==> config.mk <==
export PLATFORM = sky130hd
export DESIGN_NAME = mem_access_ctrl
export DESIGN_NICKNAME = d
export VERILOG_FILES = /design/src/rtl/mem_access_ctrl.sv
export SDC_FILE = /design/constraint.sdc
export NUM_CORES = 1
export LEC_CHECK = 0
export CAP_MARGIN = 20
export CORE_AREA = 2 2 119 179
export DETAILED_ROUTE_END_ITERATION = 10
export DIE_AREA = 0 0 121 181
export PLACE_DENSITY = 0.52
export SETUP_SLACK_MARGIN = 0.1
export SLEW_MARGIN = 5
export SYNTH_ARGS = -nofsm -noshare
export SYNTH_HDL_FRONTEND = slang
export SYNTH_SLANG_ARGS = --single-unit
==> constraint.sdc <==
create_clock -name clk -period 2.1 [get_ports clk]
set_input_delay 0.21 -clock clk [delete_from_list [all_inputs] [get_ports clk]]
set_output_delay 0.21 -clock clk [all_outputs]
set_load 0.02 [all_outputs]
==> src/rtl/mem_access_ctrl.sv <==
// Data-memory access sequencer for the EX/MEM stage: req/ack handshake, byte lanes, load extension.
// Optional MISALIGN_TRAP_EN traps misaligned halfword/word accesses instead of truncating the address.
module mem_access_ctrl #(
  parameter int WIDTH   = 32,
  parameter int TIMEOUT = 16
) (
  input  logic             clk,
  input  logic             reset,
  input  logic             mem_en,
  input  logic             Mem_rw_mem,
  input  logic [2:0]       size_type_mem,
  input  logic [WIDTH-1:0] ALU_out,
  input  logic [WIDTH-1:0] Data_B_out,
  output logic             dmem_req,
  output logic             dmem_we,
  output logic [WIDTH-1:0] dmem_addr,
  output logic [WIDTH-1:0] dmem_wdata,
  output logic [3:0]       dmem_be,
  input  logic             dmem_ack,
  input  logic [WIDTH-1:0] dmem_rdata,
  output logic [WIDTH-1:0] load_data,
  output logic             load_valid,
  output logic             stall,
  output logic             bus_err,
  output logic             misalign_err
);

  localparam int CNT_W = $clog2(TIMEOUT) + 1;

  typedef enum logic [2:0] {
    S_IDLE  = 3'd0,
    S_BUSY  = 3'd1,
    S_DONE  = 3'd2,
    S_ABORT = 3'd3,
    S_TRAP  = 3'd4
  } state_t;

  state_t           r_state;
  state_t           w_next;
  logic [CNT_W-1:0] r_cnt;
  logic [2:0]       r_size;
  logic [1:0]       r_off;
  logic             r_req;
  logic             r_we;
  logic [WIDTH-1:0] r_addr;
  logic [WIDTH-1:0] r_wdata;
  logic [3:0]       r_be;
  logic [WIDTH-1:0] r_load_data;
  logic             r_load_valid;
  logic             r_bus_err;

  logic [1:0]       w_off;
  logic [3:0]       w_be;
  logic [WIDTH-1:0] w_wdata;
  logic             w_trap;
  logic             w_stall;
  logic [7:0]       w_lane8;
  logic [15:0]      w_lane16;
  logic [WIDTH-1:0] w_ext;

  // Request decode: lane offset (low bits forced for h/w), byte enables and replicated store data
  always_comb begin
    w_off   = 2'b00;
    w_be    = 4'b1111;
    w_wdata = Data_B_out;
    case (size_type_mem[1:0])
      2'b00: begin
        w_off   = ALU_out[1:0];
        w_be    = 4'b0001 << ALU_out[1:0];
        w_wdata = {(WIDTH/8){Data_B_out[7:0]}};
      end
      2'b01: begin
        w_off   = {ALU_out[1], 1'b0};
        w_be    = 4'b0011 << {ALU_out[1], 1'b0};
        w_wdata = {(WIDTH/16){Data_B_out[15:0]}};
      end
      default: begin
        w_off   = 2'b00;
        w_be    = 4'b1111;
        w_wdata = Data_B_out;
      end
    endcase
  end

`ifdef MISALIGN_TRAP_EN
  logic w_misalign;
  logic r_misalign_err;

  // Misalignment detect: halfword on odd byte, word on any non-zero offset
  always_comb begin
    w_misalign = 1'b0;
    case (size_type_mem[1:0])
      2'b00:   w_misalign = 1'b0;
      2'b01:   w_misalign = ALU_out[0];
      default: w_misalign = (ALU_out[1:0] != 2'b00);
    endcase
    w_trap = mem_en & w_misalign;
  end

  // Misalign pulse register
  always_ff @(posedge clk) begin
    if (reset) begin
      r_misalign_err <= 1'b0;
    end else begin
      r_misalign_err <= (w_next == S_TRAP);
    end
  end
  assign misalign_err = r_misalign_err;
`else
  assign w_trap       = 1'b0;
  assign misalign_err = 1'b0;
`endif

  // Next-state logic and combinational pipeline stall
  always_comb begin
    w_next  = r_state;
    w_stall = 1'b0;
    case (r_state)
      S_IDLE: begin
        w_stall = mem_en;
        if (mem_en) begin
          w_next = w_trap ? S_TRAP : S_BUSY;
        end else begin
          w_next = S_IDLE;
        end
      end
      S_BUSY: begin
        w_stall = 1'b1;
        if (dmem_ack) begin
          w_next = S_DONE;
        end else if (r_cnt == CNT_W'(TIMEOUT - 1)) begin
          w_next = S_ABORT;
        end else begin
          w_next = S_BUSY;
        end
      end
      S_DONE:  w_next = S_IDLE;
      S_ABORT: w_next = S_IDLE;
      S_TRAP:  w_next = S_IDLE;
      default: w_next = S_IDLE;
    endcase
    if (reset) begin
      w_stall = 1'b0;
    end else begin
      w_stall = w_stall;
    end
  end

  // State register and BUSY-cycle counter
  always_ff @(posedge clk) begin
    if (reset) begin
      r_state <= S_IDLE;
      r_cnt   <= '0;
    end else begin
      r_state <= w_next;
      if (r_state == S_BUSY && w_next == S_BUSY) begin
        r_cnt <= r_cnt + CNT_W'(1);
      end else begin
        r_cnt <= '0;
      end
    end
  end

  // Load lane select and extension from the latched size/offset
  always_comb begin
    w_lane8  = dmem_rdata[7:0];
    w_lane16 = r_off[1] ? dmem_rdata[31:16] : dmem_rdata[15:0];
    case (r_off)
      2'b00:   w_lane8 = dmem_rdata[7:0];
      2'b01:   w_lane8 = dmem_rdata[15:8];
      2'b10:   w_lane8 = dmem_rdata[23:16];
      2'b11:   w_lane8 = dmem_rdata[31:24];
      default: w_lane8 = dmem_rdata[7:0];
    endcase
    case (r_size)
      3'b000:  w_ext = {{(WIDTH-8){w_lane8[7]}}, w_lane8};
      3'b100:  w_ext = {{(WIDTH-8){1'b0}}, w_lane8};
      3'b001:  w_ext = {{(WIDTH-16){w_lane16[15]}}, w_lane16};
      3'b101:  w_ext = {{(WIDTH-16){1'b0}}, w_lane16};
      default: w_ext = dmem_rdata;
    endcase
  end

  // Registered memory-side outputs, request latch and load result
  always_ff @(posedge clk) begin
    if (reset) begin
      r_req        <= 1'b0;
      r_we         <= 1'b0;
      r_addr       <= '0;
      r_wdata      <= '0;
      r_be         <= 4'b0000;
      r_size       <= 3'b000;
      r_off        <= 2'b00;
      r_load_data  <= '0;
      r_load_valid <= 1'b0;
      r_bus_err    <= 1'b0;
    end else begin
      r_req        <= (w_next == S_BUSY);
      r_load_valid <= (r_state == S_BUSY) && dmem_ack && !r_we;
      r_bus_err    <= (w_next == S_ABORT);
      if (r_state == S_IDLE && w_next == S_BUSY) begin
        r_we    <= Mem_rw_mem;
        r_addr  <= {ALU_out[WIDTH-1:2], 2'b00};
        r_wdata <= w_wdata;
        r_be    <= w_be;
        r_size  <= size_type_mem;
        r_off   <= w_off;
      end
      if (r_state == S_BUSY && dmem_ack && !r_we) begin
        r_load_data <= w_ext;
      end
    end
  end

  assign dmem_req   = r_req;
  assign dmem_we    = r_we;
  assign dmem_addr  = r_addr;
  assign dmem_wdata = r_wdata;
  assign dmem_be    = r_be;
  assign load_data  = r_load_data;
  assign load_valid = r_load_valid;
  assign bus_err    = r_bus_err;
  assign stall      = w_stall;

endmodule
=== After elaboration in Yosys (flattened, before gate mapping) ===
Cells that the tools add are included.
W data, S select, Z words.

* Flip-flop bits (word level): 115
* Input port bits: 104
* Output and inout port bits: 106
* Word-level logic and storage cells: 49

* Add/sub/neg operators: 1
* Eq/ne operators: 11
* Shift operators: 2
* Muxes and demuxes: 12
* Bitwise operators: 1
* Reduce and logical (&&, ||, !) cells: 10

{| class="wikitable"
|+ Operator list
! kind !! number
|-
| $pmux W32 S4 || 1
|-
| $pmux W32 S2 || 1
|-
| $pmux W8 S4 || 1
|-
| $mux W16 || 1
|-
| $eq A3 B1 Y1 const B || 3
|-
| $pmux W4 S2 || 1
|-
| $eq A3 B3 Y1 const B || 2
|-
| $logic_not A3 Y1 || 2
|-
| $pmux W3 S2 || 1
|-
| $add A5 B1 Y5 const B || 1
|-
| $eq A5 B4 Y1 const B || 1
|-
| $eq A2 B1 Y1 const B || 2
|-
| $eq A2 B2 Y1 const B || 2
|-
| $logic_and A1 B1 Y1 || 4
|-
| $logic_not A2 Y1 || 2
|-
| $mux W2 || 2
|-
| $pmux W2 S2 || 1
|-
| $shl A1 B2 Y4 const A || 1
|-
| $shl A2 B2 Y4 const A || 1
|-
| $eq A3 B2 Y1 const B || 1
|-
| $mux W1 || 2
|-
| $pmux W1 S2 || 1
|-
| $reduce_or A2 Y1 || 1
|-
| $logic_not A1 Y1 || 1
|-
| $not A1 Y1 || 1
|}

=== Depth between registers and ports, before layout ===
* Depth after elaboration: 8
* Depth in mapped cells: 7
* Mapped depth without buffers: 6

=== Worst setup path before layout ===
No wires, ideal clock.

* Path kind: flip-flop to flip-flop
* Start: reg r_we (netlist: dmem_we)
* End: reg r_load_data[20] (netlist: load_data[20])
* Data arrival time: 1.357 ns
* Data required time: 1.958 ns
* Slack: 0.601 ns
* Cell stages (with the launch flop): 5
* Cells stage by stage: dfxtp_1 nand4b_2 nor3_2 buf_6 a211oi_2

* Cells in the longest elaborated chain, start to end: 2

{| class="wikitable"
|+ Ends and longest elaborated chain
! item !! line !! RTL
|-
| start: declaration || 44 || <nowiki>logic r_we;</nowiki>
|-
| start signal: assignment || 202 || <nowiki>r_we <= Mem_rw_mem;</nowiki>
|-
| $logic_not A1 Y1 || 209 || <nowiki>if (r_state == S_BUSY && dmem_ack && !r_we) begin</nowiki>
|-
| $logic_and A1 B1 Y1 || 209 ||
|-
| end signal: assignment || 210 || <nowiki>r_load_data <= w_ext;</nowiki>
|-
| end: declaration || 48 || <nowiki>logic [WIDTH-1:0] r_load_data;</nowiki>
|}

No other way between the ends.
A chain may end at the register's enable or synchronous reset.

=== Final worst setup path ===
* Start: reg r_state[1]
* End: out stall

* Cells in the longest elaborated chain, start to end: 3
* Elaborated cells between the ends (all ways): 4
* Classes of those cells: eq/ne (1); mux (2); reduce/logical (1)

{| class="wikitable"
|+ Ends and longest elaborated chain
! item !! line !! RTL
|-
| start: declaration || 38 || <nowiki>state_t r_state;</nowiki>
|-
| start signal: assignment || 155 || <nowiki>r_state <= w_next;</nowiki>
|-
| $eq A3 B1 Y1 or $logic_not A3 Y1 (tied branches) || 118 || <nowiki>case (r_state)</nowiki>
|-
| $pmux W1 S2 (*) || 118 ||
|-
| $mux W1 (*) || 142 || <nowiki>if (reset) begin</nowiki>
|-
| end: declaration || 23 || <nowiki>output logic stall,</nowiki>
|}

Every way passes the cells marked *; elsewhere a longest branch is shown, timed or not.

==> flow_summary_export.csv <==
group,metric,value,unit
status,outcome,"finished, final reports clean",
global_route,grt_overflow,0,
synth,synth_cell_types,43,
die,die_area,21900,µm²
global_route,first_global_vias,5167,
run,maxCapViolCount,0,
global_route,antenna_found_initial,1,
detailed_routing,drtIter0Drc,258,
sta,max_freq,0.585,GHz
critical_path,cp.arrival,1.50,ns
critical_path,path_max_fanout,6,
cells_and_area,n_fill_cell,2072,
worst_hold_path,hold_depth,3,
detailed_routing,via_per_inst,4.61,
placement,placed_area,7490,µm²
synth,synthFlopType,"dfxtp_1",
sta,hold_violations,0,
cells_and_area,final_area,8100,µm²
detailed_routing,wl_per_cell,16.4,µm
worst_hold_path,worst_hold_path_type,"in2reg",
die,core_area,20300,µm²
die,pin_count,210,
sta,fin_crit_sh,0.814,
clock_tree,cts_tree,"done",
sta,fin_worst_skew,0.00847,ns
cells_and_area,drive_gt1_frac,0.120,
global_route,track_usage,0.166,
placement,io_buffers,206,
detailed_routing,vias,5033,
cells_and_area,post-route-util,0.400,
clock_tree,cts_made_buffers,17,
power_and_ir_drop,vdd_drop_max,0.000352,V
sta,setup_viol,0,
clock_tree,clk_pin_slew_worst_paths,0.05,ns
detailed_routing,firstDrtPassIters,5,
clock_tree,ctsHoldBuffers,0,
sta,worst_pin_slew,0.695,ns
critical_path,end_kind,"primary output",
critical_path,start_kind,"register",
detailed_routing,drt_wl_total,17.8,mm
placement,gp_congestion,0.790,
sta,fin_tns_setup,0,ns
critical_path,critical_path_class,"reg2out",
synth,syn_area_per_cell,8.34,µm²
clock_tree,cts_setup_buffers,0,
clock_tree,cts-root-buf,"clkbuf_16",
global_route,grt_max_degree,60,
sta,max_slew_margin,0.537,
synth,yosys_warnings,0,
clock_tree,cts_resized,2,
clock_tree,worstSkewPairLatency,0.41,ns
global_route,grt_first_pass_wirelength,28.4,mm
die,placementRows,64,
synth,synth_cells,604,
cells_and_area,area_growth,60.8,%
cells_and_area,fin_nets,919,
placement,place_hpwl,13.2,mm
clock_tree,cts_max_path_buffers,2,
clock_tree,clock_sinks,114,
die,die_x,121,µm
die,die_h,181,µm
sta,min_period,1.71,ns
power_and_ir_drop,power_density,816,nW/µm²
detailed_routing,drc_errors,0,
power_and_ir_drop,p_leak,0.00294,µW
critical_path,cp.required,1.89,ns
clock_tree,htree_levels,4,
sta,grt_setup_unrepaired,"false",
synth,ys_async_sr_fraction,0,
die,start_util,0.249,
power_and_ir_drop,power,6610,µW
synth,synth_edf_count,0,
synth,syn_area,5030,µm²
synth,ys_ff_latch,114,
sta,slew_viol_final,0,
detailed_routing,drtAntennaViolNets,0,
critical_path,r2r_cells,5,
synth,synth-seq-area-share,0.453,
critical path: stages (launching register included):
cell	delay [ns]
dfxtp_1	0.36
nor2_1	0.16
o21ai_0	0.16
inv_1	0.08
dlygate4sd2_1	0.33
final cells by class:
cell class	count	area, µm²	area share
diodes	1	2.50	0.000309
clock buffers	24	502	0.0620
clock inverters	8	100	0.0124
inverters	5	18.8	0.00232
multi-input cells	435	2490	0.308
flip-flops and latches	114	2280	0.282
well taps	264	330	0.0408
repair buffers	240	2360	0.292
through the flow:
step                instances  setup WS, ns  hold WS [ns]
floorplan                 606         0.601         0.286
global placement         1058         0.183         0.434
detailed placement       1058         0.181         0.440
CTS                      1090         0.341         0.133
global route             1091         0.267         0.159
finish                   1091         0.390         0.158
routing by layer:
layer	part of all wire	track usage
met2	0.51	0.291
met5	0	0
met4	0.024	0.0688
met1	0.39	0.179
met3	0.075	0.0559
cell usage in the layout, fill, tap and decap left out, types with 4 or more instances in the layout:
cell and count:
nand2_1 145, inv_1 5, a22o_1 7, a22oi_1 7, mux2i_1 21, nor2_1 53
a211oi_2 10, clkdlybuf4s50_1 204, clkbuf_16 17, nand3b_1 8, a311oi_1 8, a211oi_1 30
mux2_2 13, buf_4 31, o21ai_0 28, dfxtp_1 113, clkbuf_8 5, buf_12 4
a21oi_1 64
registers in the layout (all words and copies together) (netlist names):
name	flops
r_state	2
r_off	2
dmem_be	4
r_cnt	5
load_data	32
dmem_wdata	32
dmem_req	1
bus_err	1
load_valid	1
r_size	3
dmem_addr	30
dmem_we	1
kinds of logic after synthesis:
family	after synthesis	synth area share
AND/OR/NAND/NOR	234	0.207
multiplexers	34	0.0708
adder cells (fa/ha/maj)	2	0.00497
buffers and inverters	57	0.0539
AO/OA/AOI/OAI	160	0.206
flip-flops	114	0.453
XOR/XNOR	2	0.00348
other	1	0.000745
Yosys cell counts (5+ instances only):
library cell	instances	area share
clkbuf_1	28	0.021
nand3b_1	8	0.012
mux2i_1	21	0.042
inv_1	5	0.0037
buf_4	7	0.010
a311oi_1	8	0.014
a22o_1	7	0.012
a211oi_2	10	0.025
mux2_2	13	0.029
a22oi_1	7	0.010
dfxtp_1	114	0.45
a211oi_1	30	0.045
a21oi_1	64	0.064
o21ai_0	28	0.028
buf_2	13	0.013
nand2_1	145	0.11
nor2_1	53	0.040
where the power goes:
part / leakage [µW] / internal, µW / total, µW / switching [µW]
Sequential: 0.000935 / 2310 / 2390 / 83.2
Combinational: 0.00171 / 632 / 1280 / 652
Clock: 0.000296 / 1900 / 2930 / 1030
final timing paths:
check	from	endpoint	slack, ns
worst min-delay path	reset	r_state[1]	0.16
worst max register to register	r_off[1]	load_data[15]	0.45
worst min register to register	r_cnt[0]	r_cnt[0]	0.45
worst max-delay path	r_state[1]	stall	0.39
Power figures use the tool's default switching activity.
